**src/rtl/seq_det_pkg.sv**
```systemverilog
// Shared types and default sizing for the sequence-detector stream controller.
package seq_det_pkg;

    localparam int unsigned WORD_W_DEF = 16;
    localparam int unsigned PAT_W_DEF  = 8;
    localparam int unsigned CNT_W_DEF  = 16;

    // Serializer FSM states
    typedef enum logic {
        IDLE  = 1'b0,
        SHIFT = 1'b1
    } state_e;

    // Width of a pattern-length field able to hold 0..pat_w
    function automatic int unsigned len_w(input int unsigned pat_w);
        return $clog2(pat_w + 1);
    endfunction

endpackage

```
**src/rtl/seq_det_match.sv**
```systemverilog
// Pattern matcher on the serial stream: history, fill count, compare,
// registered match pulse and optional saturating match counter.
// Counter present only when SEQ_DET_CNT_EN is defined.
module seq_det_match
    import seq_det_pkg::*;
#(
    parameter int unsigned PAT_W = PAT_W_DEF,
    parameter int unsigned CNT_W = CNT_W_DEF,
    parameter int unsigned LEN_W = len_w(PAT_W_DEF)
) (
    input  logic             clk,
    input  logic             rst_n,
    input  logic             clear,
    input  logic             seq,
    input  logic             seq_valid,
    input  logic [PAT_W-1:0] pattern,
    input  logic [LEN_W-1:0] len,
    input  logic             overlap,
    output logic             o_det,
    output logic [CNT_W-1:0] match_cnt
);

    // The incoming bit completes the window, so PAT_W-1 stored bits suffice
    logic [PAT_W-2:0] hist;
    logic [LEN_W-1:0] fill;
    logic [PAT_W-1:0] window_c;
    logic [PAT_W-1:0] mask_c;
    logic [PAT_W:0]   one_hot_c;
    logic [LEN_W:0]   fill_inc_c;
    logic             match_c;

    // Window compare against the low len bits of the pattern
    always_comb begin
        window_c   = {hist, seq};
        one_hot_c  = (PAT_W + 1)'(1) << len;
        mask_c     = PAT_W'(one_hot_c - (PAT_W + 1)'(1));
        fill_inc_c = {1'b0, fill} + (LEN_W + 1)'(1);
        match_c    = seq_valid
                  && (len != '0)
                  && (fill_inc_c >= {1'b0, len})
                  && (((window_c ^ pattern) & mask_c) == '0);
    end

    // History, fill count and match pulse
    always_ff @(posedge clk or negedge rst_n) begin
        if (!rst_n) begin
            hist  <= '0;
            fill  <= '0;
            o_det <= 1'b0;
        end else if (clear) begin
            hist  <= '0;
            fill  <= '0;
            o_det <= 1'b0;
        end else begin
            o_det <= match_c;
            if (seq_valid) begin
                hist <= window_c[PAT_W-2:0];
                if (match_c && !overlap) begin
                    fill <= '0;
                end else if (fill != LEN_W'(PAT_W)) begin
                    fill <= fill + LEN_W'(1);
                end
            end
        end
    end

`ifdef SEQ_DET_CNT_EN
    logic [CNT_W-1:0] cnt;

    // Saturating match counter
    always_ff @(posedge clk or negedge rst_n) begin
        if (!rst_n) begin
            cnt <= '0;
        end else if (clear) begin
            cnt <= '0;
        end else if (match_c && (cnt != '1)) begin
            cnt <= cnt + CNT_W'(1);
        end
    end

    assign match_cnt = cnt;
`else
    assign match_cnt = '0;
`endif

endmodule

```
**src/rtl/seq_det_ctrl.sv**
```systemverilog
// Stream controller: accepts words over valid/ready, serializes them MSB-first
// and runs the pattern matcher on the emitted stream.
// Optional match counter enabled by SEQ_DET_CNT_EN.
module seq_det_ctrl
    import seq_det_pkg::*;
#(
    parameter int unsigned WORD_W = WORD_W_DEF,
    parameter int unsigned PAT_W  = PAT_W_DEF,
    parameter int unsigned CNT_W  = CNT_W_DEF
) (
    input  logic                      clk,
    input  logic                      rst_n,
    input  logic                      in_valid,
    output logic                      in_ready,
    input  logic [WORD_W-1:0]         in_word,
    input  logic [PAT_W-1:0]          cfg_pattern,
    input  logic [len_w(PAT_W)-1:0]   cfg_len,
    input  logic                      cfg_overlap,
    input  logic                      clear,
    output logic                      o_seq,
    output logic                      o_seq_valid,
    output logic                      o_det,
    output logic                      done,
    output logic                      busy,
    output logic [CNT_W-1:0]          match_cnt
);

    localparam int unsigned BIT_W = $clog2(WORD_W);
    localparam int unsigned LEN_W = len_w(PAT_W);

    state_e            state;
    state_e            next_state;
    logic [WORD_W-1:0] shift_reg;
    logic [BIT_W-1:0]  bit_cnt;
    logic [PAT_W-1:0]  pat_q;
    logic [LEN_W-1:0]  len_q;
    logic              overlap_q;
    logic              load_c;
    logic              cfg_load_c;
    logic              last_c;

    // State register
    always_ff @(posedge clk or negedge rst_n) begin
        if (!rst_n) begin
            state <= IDLE;
        end else begin
            state <= next_state;
        end
    end

    // Next state, handshake and load strobes
    always_comb begin
        next_state = state;
        in_ready   = 1'b0;
        load_c     = 1'b0;
        cfg_load_c = 1'b0;
        last_c     = (bit_cnt == '0);
        case (state)
            IDLE: begin
                in_ready = 1'b1;
                if (in_valid) begin
                    load_c     = 1'b1;
                    cfg_load_c = 1'b1;
                    next_state = SHIFT;
                end
            end
            SHIFT: begin
                in_ready = last_c;
                if (last_c) begin
                    if (in_valid) begin
                        load_c = 1'b1;
                    end else begin
                        next_state = IDLE;
                    end
                end
            end
            default: next_state = IDLE;
        endcase
    end

    // Shift register and bit counter
    always_ff @(posedge clk or negedge rst_n) begin
        if (!rst_n) begin
            shift_reg <= '0;
            bit_cnt   <= '0;
        end else if (load_c) begin
            shift_reg <= in_word;
            bit_cnt   <= BIT_W'(WORD_W - 1);
        end else if (state == SHIFT) begin
            shift_reg <= {shift_reg[WORD_W-2:0], 1'b0};
            bit_cnt   <= bit_cnt - BIT_W'(1);
        end
    end

    // Config snapshot, taken only when a word is accepted from IDLE
    always_ff @(posedge clk or negedge rst_n) begin
        if (!rst_n) begin
            pat_q     <= '0;
            len_q     <= '0;
            overlap_q <= 1'b0;
        end else if (cfg_load_c) begin
            pat_q     <= cfg_pattern;
            len_q     <= cfg_len;
            overlap_q <= cfg_overlap;
        end
    end

    // Word-complete pulse, aligned with the match pulse of the last bit
    always_ff @(posedge clk or negedge rst_n) begin
        if (!rst_n) begin
            done <= 1'b0;
        end else begin
            done <= (state == SHIFT) && last_c;
        end
    end

    assign o_seq       = shift_reg[WORD_W-1];
    assign o_seq_valid = (state == SHIFT);
    assign busy        = (state != IDLE);

    seq_det_match #(
        .PAT_W (PAT_W),
        .CNT_W (CNT_W),
        .LEN_W (LEN_W)
    ) u_match (
        .clk       (clk),
        .rst_n     (rst_n),
        .clear     (clear),
        .seq       (o_seq),
        .seq_valid (o_seq_valid),
        .pattern   (pat_q),
        .len       (len_q),
        .overlap   (overlap_q),
        .o_det     (o_det),
        .match_cnt (match_cnt)
    );

endmodule

```
**config.mk**
```make
export PLATFORM = sky130hd
export DESIGN_NAME = seq_det_ctrl
export DESIGN_NICKNAME = d
export VERILOG_FILES = /design/src/rtl/seq_det_pkg.sv /design/src/rtl/seq_det_match.sv /design/src/rtl/seq_det_ctrl.sv
export SDC_FILE = /design/constraint.sdc
export NUM_CORES = 1
export LEC_CHECK = 0
export ABC_AREA = 0
export CORE_ASPECT_RATIO = 0.6
export CORE_MARGIN = 4
export CORE_UTILIZATION = 46
export CTS_CLUSTER_DIAMETER = 80
export CTS_CLUSTER_SIZE = 30
export DETAILED_ROUTE_END_ITERATION = 8
export MAX_ROUTING_LAYER = met4
export PLACE_DENSITY_LB_ADDON = 0.2
export SYNTH_ARGS = -nofsm -noshare
export SYNTH_HDL_FRONTEND = slang
export SYNTH_HIERARCHICAL = 1
export SYNTH_SLANG_ARGS = --single-unit
```
**constraint.sdc**
```tcl
create_clock -name clk -period 2.35 [get_ports clk]
set_input_delay 0.47 -clock clk [delete_from_list [all_inputs] [get_ports clk]]
set_output_delay 0.47 -clock clk [all_outputs]
set_load 0.02 [all_outputs]
```
# == After elaboration in Yosys (flattened, before gate mapping) ==
# Index checks and enable logic that the tools add are counted.
# op_classes
n_lt_le_gt_ge,1
n_eq_ne,1
muxes,18
shift,1
bitwise_logic,3
n_reduce_logical,13
add_sub_neg,4
# op_table
operator,n
16-bit 2-to-1 mux,2
4-bit 2-to-1 mux,6
7-bit 2-to-1 mux,2
8-bit bitwise AND,1
8-bit zero test,1
"1-bit by 4-bit left shift with 8-bit output, first input constant",1
"8-bit by 1-bit subtractor with 8-bit output, second input constant",1
8-bit bitwise XOR,1
1-bit one-hot mux with 2 select lines,3
"4-bit by 1-bit adder with 5-bit output, second input constant",1
5-bit by 4-bit >= comparator with 1-bit output,1
1-bit logical AND,5
1-bit 2-to-1 mux,5
"4-bit by 1-bit adder with 4-bit output, second input constant",1
4-bit zero test,1
"4-bit != test, second input constant",1
2-bit nonzero test,2
4-bit nonzero test,1
"4-bit by 1-bit subtractor with 4-bit output, second input constant",1
3-bit nonzero test,1
2-bit AND reduction,1
1-bit zero test,1
1-bit NOT,1
# totals
inputBits,33
ff_bits,47
out_inout_bits,22
word_cells,51

# == Depth between registers and ports, before layout ==
# logic_depth
word_depth,9
mapped_depth,9
depth_no_buf,9

# == By module ==
# Netlist, hierarchy kept.
# modules_own_cells
module,n_inst,cells_per_inst,area_per_inst_um2,seq_area_each_um2
seq_det_ctrl,1,113,1534.0,875.8
seq_det_match,1,106,977.2,300.3

# == Worst setup path before layout ==
# No wires, ideal clock.
# synth_timing
path_kind,reg2reg
from,register len_q[3]
to,register u_match.fill[3]
path_buffers,0
setup_slack_ps,-54
arrival_time_ps,2267
required_time_ps,2214
path_stages_with_launch,8
setup_ps,136
synth_period_minus_slack_ps,2404
path_cell_list,dfrtp_1 > or4_1 > ha_1 > a21oi_1 > o21ai_0 > or4_4 > o311ai_1 > a21oi_1
# synth_between
elab_chain_len,9
word_cells_on_any_way,15
classes_between,add/sub: 1; order compare: 1; shift: 1; mux: 3; bitwise: 1; reduce/logical: 8
# synth_rtl
element,line_no,rtl
"start, declared",seq_det_ctrl.sv:36,logic [LEN_W-1:0] len_q;
"start signal, assigned",seq_det_ctrl.sv:103,len_q <= cfg_len;
1-bit by 4-bit left shift with 8-bit output,seq_det_match.sv:35,one_hot_c = (PAT_W + 1)'(1) << len;
8-bit by 1-bit subtractor with 8-bit output,seq_det_match.sv:36,mask_c = PAT_W'(one_hot_c - (PAT_W + 1)'(1));
8-bit bitwise AND,seq_det_match.sv:41,&& (((window_c ^ pattern) & mask_c) == '0);
8-bit zero test,seq_det_match.sv:41,
1-bit logical AND (*),seq_det_match.sv:41,
1-bit logical AND (*),seq_det_match.sv:58,if (match_c && !overlap) begin
4-bit 2-to-1 mux,seq_det_match.sv:58,
4-bit 2-to-1 mux,seq_det_match.sv:56,if (seq_valid) begin
4-bit 2-to-1 mux,seq_det_match.sv:50,end else if (clear) begin
"end signal, assigned",seq_det_match.sv:61,fill <= fill + LEN_W'(1);
"end, declared",seq_det_match.sv:25,logic [LEN_W-1:0] fill;
# Mark *: on every way between the ends. The rest lies on a longest branch, timed or not. The select of a mux whose other input is x is not followed.
# A chain may end at the register's enable or synchronous reset.

# == Worst setup path in the final report ==
# layout_timing
from,register len_q[1]
to,register u_match.fill[3]
# Same word-level chain as after synthesis.

==> qor.csv <==
metric,value,unit
async set or reset register ratio after synthesis,100.0,%
Metal-1 WL,2733,um
cell count after synthesis,219,
skew final,0.004392,ns
port bufs,38,
synthesis-stage register bit count,47,
worst slew pin tran,0.5675,ns
Post-Synth Simple-Gate Area,13.25,%
"Max FO, Critical Path",4,
initial antenna violation count,0,
"Distinct cells, synth",42,
routed wire length,5196,um
post-DR wirelength/cell,15.79,um
CTS root buffer,clkbuf_8,
"Slew Viols, Final",0,
kind of critical path,register to register,
CP Capture Type,register,
worst relative slew slack,61.77,%
final setup vio count,0,
XOR/XNOR Fraction of Synth Area,4.883,%
area delta synth->final,22.62,%
hold_buf cts,0,
max reg flops,16,
pre-CTS setup slack,-0.06242,ns
"reg-to-reg slack, setup",0.05,ns
wire length on met3,297,um
boundary pin count,55,
"Seq/Total Area, Yosys",46.84,%
WHS,0.2505,ns
worst r2r dst,u_match/fill[3],
max_cap viols,0,
post-synthesis compound-gate area fraction,12.61,%
RSZ-0062 raised after global routing,true,
Initial Util,48.48,%
Pleak,1.453,nW
Synth Area in Adders,4.484,%
final HPWL from detailed placement,3768,um
peak supply drop,0.4827,mV
clock sink count,47,
main flop type after synthesis,dfrtp_1,
clk_lat worst skew,0.29,ns
Avg Synthesized Cell Area,11.47,um2
Tcrit/Tclk final,98.03,%
GR Util All Layers,16.90,%
multiplexer area fraction after synthesis,9.018,%
most common cell in the netlist,dfrtp_1,
R2R depth,6,
H-tree depth,2,
Peak Freq,434.1,MHz
Post-Synthesis Cell Area,2511,um2
setup ws final,0.04619,ns
routability-driven placement congestion ratio,0.8177,
CTS Buffer Depth,2,
row count,20,
Final Hold Fails,0,
Area contributors post-synth,"dfrtp_1, a221o_1, mux2_2",
CTS Buf Count,5,
Synth top cells by count,"dfrtp_1, buf_4, and3_1",
Worst Path Required,2.50,ns
Die H,65.23,um
CTS tree,yes,
Post-synth EDFFs,0,
"antenna viol nets, final",0,
via count,1780,
antenna cells,0,
CP Data Arrival Time,2.46,ns
met2 wire length,2118,um
Core ar.,5180,um2
max layer used,met4,
CP Launch Type,register,
Ys Warns,6,
nets,305,
Die Area,6744,um2
minimum clock period,2.304,ns
power per cell area,1146,nW/um2
first-pass GRT wire length,8549,um
status,finished clean,
total grt overflow,0,
post-synth top area share,46.84,%
DR DRC count,0,
Tightest Hold Check Type,input port to asynchronous set/reset pin,
average via count per standard cell,5.410,
main combinational cell family by area after synthesis,simple AND/OR/NAND/NOR gates,
die width,103.4,um
Post CTS Setup Buffer Count,0,
violation count after the first detailed-route iteration,73,
vias in the first global route,1771,
layout cells sized above 1,18.25,%
drt pass-1 iters,4,
Synth area leader,dfrtp_1,
pin count of the biggest net entering global routing,48,
Worst-path clk slew,0.08,ns
launch point of the worst reg-to-reg path,len_q[1],
==> worst max path at each step <==
stage	start	end	cells past startpoint	slack, ns
final	len_q[1]	u_match/fill[3]	6	0.05
after global routing	len_q[1]	u_match/fill[3]	6	-0.01
after CTS	len_q[3]	u_match/fill[2]	6	0.04
after detailed placement	len_q[3]	u_match/fill[2]	7	-0.06
after global placement	len_q[3]	u_match/fill[3]	7	0.02
after floorplan	len_q[1]	u_match/fill[3]	7	0.005
==> layout make-up <==
| class | instances | area (um2) |
|---|---|---|
| timing repair buffer | 49 | 469.2 |
| fill | 453 | 2101 |
| tap | 66 | 82.58 |
| inverter | 8 | 30.03 |
| multi-input combinational | 152 | 1232 |
| sequential | 47 | 1177 |
| clock inverter | 1 | 5.005 |
| clock buffer | 6 | 82.58 |
==> timing repair <==
item                                   CTS  global route
setup endpoints to repair                5             3
gates resized for setup                  4             7
endpoints found under the hold margin    0             0
pin swaps                                1             0
==> power breakdown <==
group	switching, mW	internal, mW	leakage, nW
combinational	0.841	0.866	0.802
clock	0.255	0.231	0.0470
sequential	0.227	1.11	0.605
==> cells in the final DEF, fill, tap and decap left out, types with 4 or more instances in the layout <==
master,count
nor2_1,12
conb_1,16
clkbuf_8,6
mux2i_1,8
a221o_1,15
dfrtp_1,46
nand3_1,4
xnor2_1,8
and3_1,16
xor2_1,6
inv_1,8
nand2b_1,4
ha_1,8
mux2_2,13
buf_4,10
clkdlybuf4s50_1,36
==> routing by layer <==
layer	track usage, %	vias to the layer above
met5	-	-
li1	-	854
met1	25.80	873
met4	4.685	0
met2	22.22	48
met3	3.924	5
==> cell families after synthesis <==
| kind of cell | after synthesis |
|---|---|
| and+or+nand+nor | 54 |
| DFF | 47 |
| AOI/OAI and AO/OA | 38 |
| buffers and inverters | 35 |
| muxes | 21 |
| xor gates and xnor gates | 14 |
| adders and majority gates | 9 |
| other | 1 |
==> worst max-delay path: stages (launching register included) <==
cell	delay, ns
dfrtp_1	0.38
or4_4	0.57
ha_4	0.28
o22ai_2	0.05
or4_4	0.54
o311ai_4	0.24
a21oi_1	0.11
==> through the flow <==
stage	power [mW]	cell area [um2]	util, %	TNS, ns	std cells
floorplan	2.463	2575	-	0	234
global placement	2.873	2938	56.72	0	322
detailed placement	2.924	2938	56.72	-0.1167	322
CTS	3.443	3044	58.77	0	329
global route	3.803	3079	59.44	-0.02285	329
finish	3.528	3079	59.44	0	329
Note: power is estimated with default switching activity, not from simulation.
